[src/rtl/mem_arbiter_pkg.sv]
// mem_arbiter_pkg: shared constants for the two-requester RAM arbiter.
//   ADDR_W_DEF / DATA_W_DEF : default RAM address / data widths
//   DEPTH                   : RAM depth at the default address width
//   ST_INIT / ST_RUN        : controller states (ST_INIT only used with MEM_ARBITER_INIT_EN)
package mem_arbiter_pkg;

  localparam int unsigned ADDR_W_DEF = 10;
  localparam int unsigned DATA_W_DEF = 8;
  localparam int unsigned DEPTH      = 1 << ADDR_W_DEF;

  typedef logic [0:0] state_t;

  localparam state_t ST_INIT = 1'b0;
  localparam state_t ST_RUN  = 1'b1;

endpackage

[src/rtl/mem_arbiter_rr_arb2.sv]
// rr_arb2: two-way round-robin grant, purely combinational.
//   i_valid0/1  : request valids
//   i_hs        : a handshake happens this cycle (granted valid is accepted)
//   i_ptr       : last-grant pointer (0 = req0 granted last, 1 = req1)
//   o_grant     : one-hot grant, zero when nobody is valid
//   o_ptr_next  : pointer value to register at the next edge
module rr_arb2 (
  input  logic       i_valid0,
  input  logic       i_valid1,
  input  logic       i_hs,
  input  logic       i_ptr,
  output logic [1:0] o_grant,
  output logic       o_ptr_next
);

  always_comb begin
    // On a tie the requester that was not granted last wins.
    o_grant[0] = i_valid0 & (~i_valid1 | i_ptr);
    o_grant[1] = i_valid1 & (~i_valid0 | ~i_ptr);
    o_ptr_next = i_hs ? o_grant[1] : i_ptr;
  end

endmodule

[src/rtl/mem_arbiter.sv]
// mem_arbiter: shares one single-port RAM (combinational read, level write) between two
// masters with round-robin arbitration, one RAM access per cycle, and per-requester read
// response strobes two cycles after the handshake.
//   clk, rst_n                  : clock, asynchronous active-low reset
//   reqX_valid/ready/wr/adr/wdata : request channel of requester X (ready is combinational)
//   reqX_rdata/rvalid           : read data and its one-cycle valid strobe
//   ram_adr/din/wr/cs, ram_dout : RAM pins (this block is their only driver)
//   busy                        : high while the controller is clearing the RAM
// Optional feature: define MEM_ARBITER_INIT_EN to zero the whole RAM after every reset.
module mem_arbiter
  import mem_arbiter_pkg::*;
#(
  parameter int unsigned ADDR_W = ADDR_W_DEF,
  parameter int unsigned DATA_W = DATA_W_DEF
) (
  input  logic              clk,
  input  logic              rst_n,
  input  logic              req0_valid,
  output logic              req0_ready,
  input  logic              req0_wr,
  input  logic [ADDR_W-1:0] req0_adr,
  input  logic [DATA_W-1:0] req0_wdata,
  output logic [DATA_W-1:0] req0_rdata,
  output logic              req0_rvalid,
  input  logic              req1_valid,
  output logic              req1_ready,
  input  logic              req1_wr,
  input  logic [ADDR_W-1:0] req1_adr,
  input  logic [DATA_W-1:0] req1_wdata,
  output logic [DATA_W-1:0] req1_rdata,
  output logic              req1_rvalid,
  output logic [ADDR_W-1:0] ram_adr,
  output logic [DATA_W-1:0] ram_din,
  output logic              ram_wr,
  output logic              ram_cs,
  input  logic [DATA_W-1:0] ram_dout,
  output logic              busy
);

  logic              w_init;
  logic              w_run;
  logic [ADDR_W-1:0] w_init_adr;
  logic [1:0]        w_grant;
  logic              w_hs0;
  logic              w_hs1;
  logic              w_ptr_next;

  logic              r_ptr;
  logic              r_rd_pend0;
  logic              r_rd_pend1;
  logic [ADDR_W-1:0] r_ram_adr;
  logic [DATA_W-1:0] r_ram_din;
  logic              r_ram_wr;
  logic              r_ram_cs;
  logic [DATA_W-1:0] r_rdata0;
  logic [DATA_W-1:0] r_rdata1;
  logic              r_rvalid0;
  logic              r_rvalid1;

`ifdef MEM_ARBITER_INIT_EN
  state_t            r_state;
  logic [ADDR_W-1:0] r_init_cnt;

  // Sweep every address once; the last address moves the controller to RUN.
  always_ff @(posedge clk or negedge rst_n) begin
    if (!rst_n) begin
      r_state    <= ST_INIT;
      r_init_cnt <= '0;
    end else if (r_state == ST_INIT) begin
      r_init_cnt <= r_init_cnt + 1'b1;
      if (&r_init_cnt) begin
        r_state <= ST_RUN;
      end
    end
  end

  assign w_init     = (r_state == ST_INIT);
  assign w_init_adr = r_init_cnt;
`else
  assign w_init     = 1'b0;
  assign w_init_adr = '0;
`endif

  assign w_run = ~w_init;
  assign busy  = w_init;

  rr_arb2 u_arb (
    .i_valid0   (req0_valid),
    .i_valid1   (req1_valid),
    .i_hs       (w_hs0 | w_hs1),
    .i_ptr      (r_ptr),
    .o_grant    (w_grant),
    .o_ptr_next (w_ptr_next)
  );

  assign req0_ready = w_run & w_grant[0];
  assign req1_ready = w_run & w_grant[1];
  assign w_hs0      = req0_valid & req0_ready;
  assign w_hs1      = req1_valid & req1_ready;

  // RAM command register: at most one source per cycle (init sweep or one handshake).
  always_ff @(posedge clk or negedge rst_n) begin
    if (!rst_n) begin
      r_ram_adr <= '0;
      r_ram_din <= '0;
      r_ram_wr  <= 1'b0;
      r_ram_cs  <= 1'b0;
    end else if (w_init) begin
      r_ram_adr <= w_init_adr;
      r_ram_din <= '0;
      r_ram_wr  <= 1'b1;
      r_ram_cs  <= 1'b1;
    end else if (w_hs0) begin
      r_ram_adr <= req0_adr;
      r_ram_din <= req0_wdata;
      r_ram_wr  <= req0_wr;
      r_ram_cs  <= 1'b1;
    end else if (w_hs1) begin
      r_ram_adr <= req1_adr;
      r_ram_din <= req1_wdata;
      r_ram_wr  <= req1_wr;
      r_ram_cs  <= 1'b1;
    end else begin
      r_ram_wr  <= 1'b0;
      r_ram_cs  <= 1'b0;
    end
  end

  // Read response: the RAM address is live for one cycle, capture its data at the next edge.
  always_ff @(posedge clk or negedge rst_n) begin
    if (!rst_n) begin
      r_ptr      <= 1'b1;
      r_rd_pend0 <= 1'b0;
      r_rd_pend1 <= 1'b0;
      r_rdata0   <= '0;
      r_rdata1   <= '0;
      r_rvalid0  <= 1'b0;
      r_rvalid1  <= 1'b0;
    end else begin
      r_ptr      <= w_ptr_next;
      r_rd_pend0 <= w_hs0 & ~req0_wr;
      r_rd_pend1 <= w_hs1 & ~req1_wr;
      r_rvalid0  <= r_rd_pend0;
      r_rvalid1  <= r_rd_pend1;
      if (r_rd_pend0) begin
        r_rdata0 <= ram_dout;
      end
      if (r_rd_pend1) begin
        r_rdata1 <= ram_dout;
      end
    end
  end

  assign ram_adr     = r_ram_adr;
  assign ram_din     = r_ram_din;
  assign ram_wr      = r_ram_wr;
  assign ram_cs      = r_ram_cs;
  assign req0_rdata  = r_rdata0;
  assign req1_rdata  = r_rdata1;
  assign req0_rvalid = r_rvalid0;
  assign req1_rvalid = r_rvalid1;

endmodule
[config.mk]
export PLATFORM = sky130hd
export DESIGN_NAME = mem_arbiter
export DESIGN_NICKNAME = d
export VERILOG_FILES = /design/src/rtl/mem_arbiter_pkg.sv /design/src/rtl/mem_arbiter_rr_arb2.sv /design/src/rtl/mem_arbiter.sv
export SDC_FILE = /design/constraint.sdc
export NUM_CORES = 1
export LEC_CHECK = 0
export ABC_AREA = 1
export CELL_PAD_IN_SITES_DETAIL_PLACEMENT = 0
export CELL_PAD_IN_SITES_GLOBAL_PLACEMENT = 1
export CORE_MARGIN = 1
export CORE_UTILIZATION = 28
export DETAILED_ROUTE_END_ITERATION = 6
export PLACE_DENSITY_LB_ADDON = 0.1
export SLEW_MARGIN = 5
export SYNTH_ARGS = -nofsm -noshare
export SYNTH_HDL_FRONTEND = slang
export SYNTH_HIERARCHICAL = 1
export SYNTH_SLANG_ARGS = --single-unit
[constraint.sdc]
create_clock -name clk -period 1.5 [get_ports clk]
set_clock_uncertainty 0.05 [all_clocks]
set_input_delay 0.225 -clock clk [delete_from_list [all_inputs] [get_ports clk]]
set_output_delay 0.225 -clock clk [all_outputs]
set_load 0.02 [all_outputs]
==> run metrics <==
initial cell density of the core between 20 and 30%; share of layout cells above drive strength 1 roughly 14%; leakage around 1.6 nW; Max FO, Critical Path 3; Clk pwr share roughly 24%; area leader, netlist dfrtp_1; die footprint approximately 6800 µm²; Critical Path RT 1.22 ns; Multi-input gate area between 600 and 700 µm²; DR vias/cell 4.236; H-tree levels 2; vias in the first global route approximately 1600; Final HPWL DP 3542 µm; Layout Utilization 47.78%; standard-cell rows 29; CTS tree done; IO buf count a little under 90; post-synth top area share 54.83%; internal power roughly 2.4 mW; number of iterations in the first detailed-routing pass 3; clock sink total 41; sequential share of power about two fifths; setup bufs post-CTS 0; Comb pwr share between 30% and 40%; FF-to-FF End ram_adr[8]; FF-to-FF Start r_ptr; hold_ws 0.3737 ns; Tcrit/Tclk final 99.31%; run status finished clean; register area about 1000 µm²; DR vias approximately 1700; remaining global-route overflow 0; Setup violations, final 0; Clock Path Buffers 2; Psw around 1.2 mW; Final ANT Viol Nets 0; CTS Buf Count 5; Mean Syn Cell Area just over 8 µm²; library cells used by synthesis 16; GRT Total Usage around 15%; CTS root buffer clkbuf_8; Peak VDD IR ~0.00044 V; max frequency approximately 670 MHz; Syn. warnings 6; worst min path class in2async; Max Cap Violations 0; 1st-iter DRT viols 39; Final Net Count between 300 and 400; Fillers just under 700; setup slack, reg-to-reg ~0.030 ns; RSZ-0062 raised after global routing true; DR DRC count 0; worst-skew pair later-pin latency 0.29 ns; initial antenna violation count 0; Crit. End Element output port; post-synthesis register bit count 41; first-pass GRT wire length around 7700 µm; Cell Pwr Density ~1200 nW/µm²; Die H about 83 µm; placed cells 398; core area between 6000 and 7000 µm²; Critical Setup Path Class reg2out; die width roughly 83 µm; area delta synth->final 65.25%; Cells after Synth ~230; Synth top cells by count nand2_1 (112), dfrtp_1 (40), nand3_1 (20); Startpoint Class register; Finished Layout Cells ~400; largest net degree at the start of global routing 23; synthesized area 1826 µm²; Mapped Nets between 200 and 300; I/O pin total 91; WL final ~4800 µm; top post-synthesis cells by area dfrtp_1 (55%), nand2_1 (23%), nand3_1 (5.5%); Slew Limit Fails 0; Arr. time, crit path 1.21 ns; Switching Share about 33%; cell with the most instances after synthesis nand2_1; Period minus WS final roughly 1.5 ns; WL/cell between 10 and 15 µm; Most used DFF post-synth dfrtp_1; final hold violations 0; GP Congestion 0.6922; asr flop ratio synth 100.0%; number of synthesized flops with an enable pin 0; ant diodes 0; Reg clk slew, reported paths roughly 0.070 ns; Seq/Total Area, Yosys between 50% and 60%; Reg2Reg Depth 9
-- critical path, stage by stage (launching register included) --
cell	delay, ns
dfstp_2	0.56
inv_2	0.04
a21boi_4	0.14
buf_2	0.19
-- power by group through the flow --
| stage | Sequential, mW | Combinational (mW) | Clock, mW |
|---|---|---|---|
| after floorplan | 1.75 | 0.330 | 0 |
| after global placement | 1.49 | 1.33 | 0 |
| after detailed placement | 1.49 | 1.33 | 0 |
| after CTS | 1.46 | 1.20 | 0.885 |
| after global routing | 1.51 | 1.34 | 0.930 |
| final | 1.47 | 1.21 | 0.853 |
-- cell families after synthesis --
group | Yosys count | share of synthesized area [%]
simple gates | 137 | 29.95
other cells | 1 | 0.2054
flops | 41 | 56.27
buf+inv | 31 | 8.772
compound gates | 17 | 4.798
-- how the worst max path moves through the flow --
stage | from | to | depth (start not counted)
3_3_place_gp | req1_valid | req1_ready | 3
3_5_place_dp | req1_valid | req1_ready | 3
4_1_cts | r_ptr | req0_ready | 3
6_report | r_ptr | req0_ready | 3
2_1_floorplan | r_ptr | r_ptr | 9
5_1_grt | r_ptr | ram_adr[8] | 9
-- through the flow --
step	setup WS (ns)	instance area [µm²]	total power, mW	TNS (ns)
final	0.01028	3017	3.532	0
after floorplan	0.002880	1837	2.084	0
after global routing	-0.05457	3017	3.776	-0.7953
after global placement	-0.4105	2870	2.815	-5.891
after CTS	-0.03100	2960	3.545	-0.03100
after detailed placement	-0.4190	2870	2.824	-6.450
-- area by class of cell --
type | instances | area share [%]
multi-input cells | 155 | 23.10
repair buffers | 107 | 33.76
inverters | 19 | 2.447
well taps | 77 | 3.194
clock inverters | 2 | 1.161
flip-flops and latches | 41 | 34.05
clock buffers | 5 | 2.281
-- cells in the final DEF (no fill, tap or decap), drive strengths merged, types with 2 or more instances in the layout --
| cell | n |
|---|---|
| nand2 | 113 |
| dlymetal6s2s | 2 |
| dfrtp | 40 |
| inv | 19 |
| o21ai | 16 |
| buf | 20 |
| clkbuf | 5 |
| nor2 | 2 |
| nand3 | 20 |
| dlygate4sd2 | 36 |
| clkdlybuf4s50 | 48 |
-- registers in the layout, indices dropped and copies added (netlist names) --
name,count
ram_adr,10
req0_rdata,8
r_rd_pend1,1
req1_rvalid,1
r_rd_pend0,1
req0_rvalid,1
ram_wr,1
ram_cs,1
r_ptr,1
req1_rdata,8
ram_din,8
-- what timing repair did --
action                                  in CTS  in global routing
pin swaps                                    2                  5
gates resized for setup                     54                 20
hold buffers                                 1                  0
endpoints found under the hold margin       18                  0
endpoints found under the setup margin      57                 24
gates cloned                                 0                  0
-- metal layers --
| metal | up-vias | global-route usage [%] | wire length [µm] |
|---|---|---|---|
| met1 | 765 | 18.57 | 2167 |
| met4 | 0 | 5.690 | 65 |
| li1 | 893 | - | - |
| met2 | 55 | 25.57 | 2274 |
| met5 | - | 0 | 0 |
| met3 | 7 | 4.176 | 328 |
(Power assumes the default switching activity.)
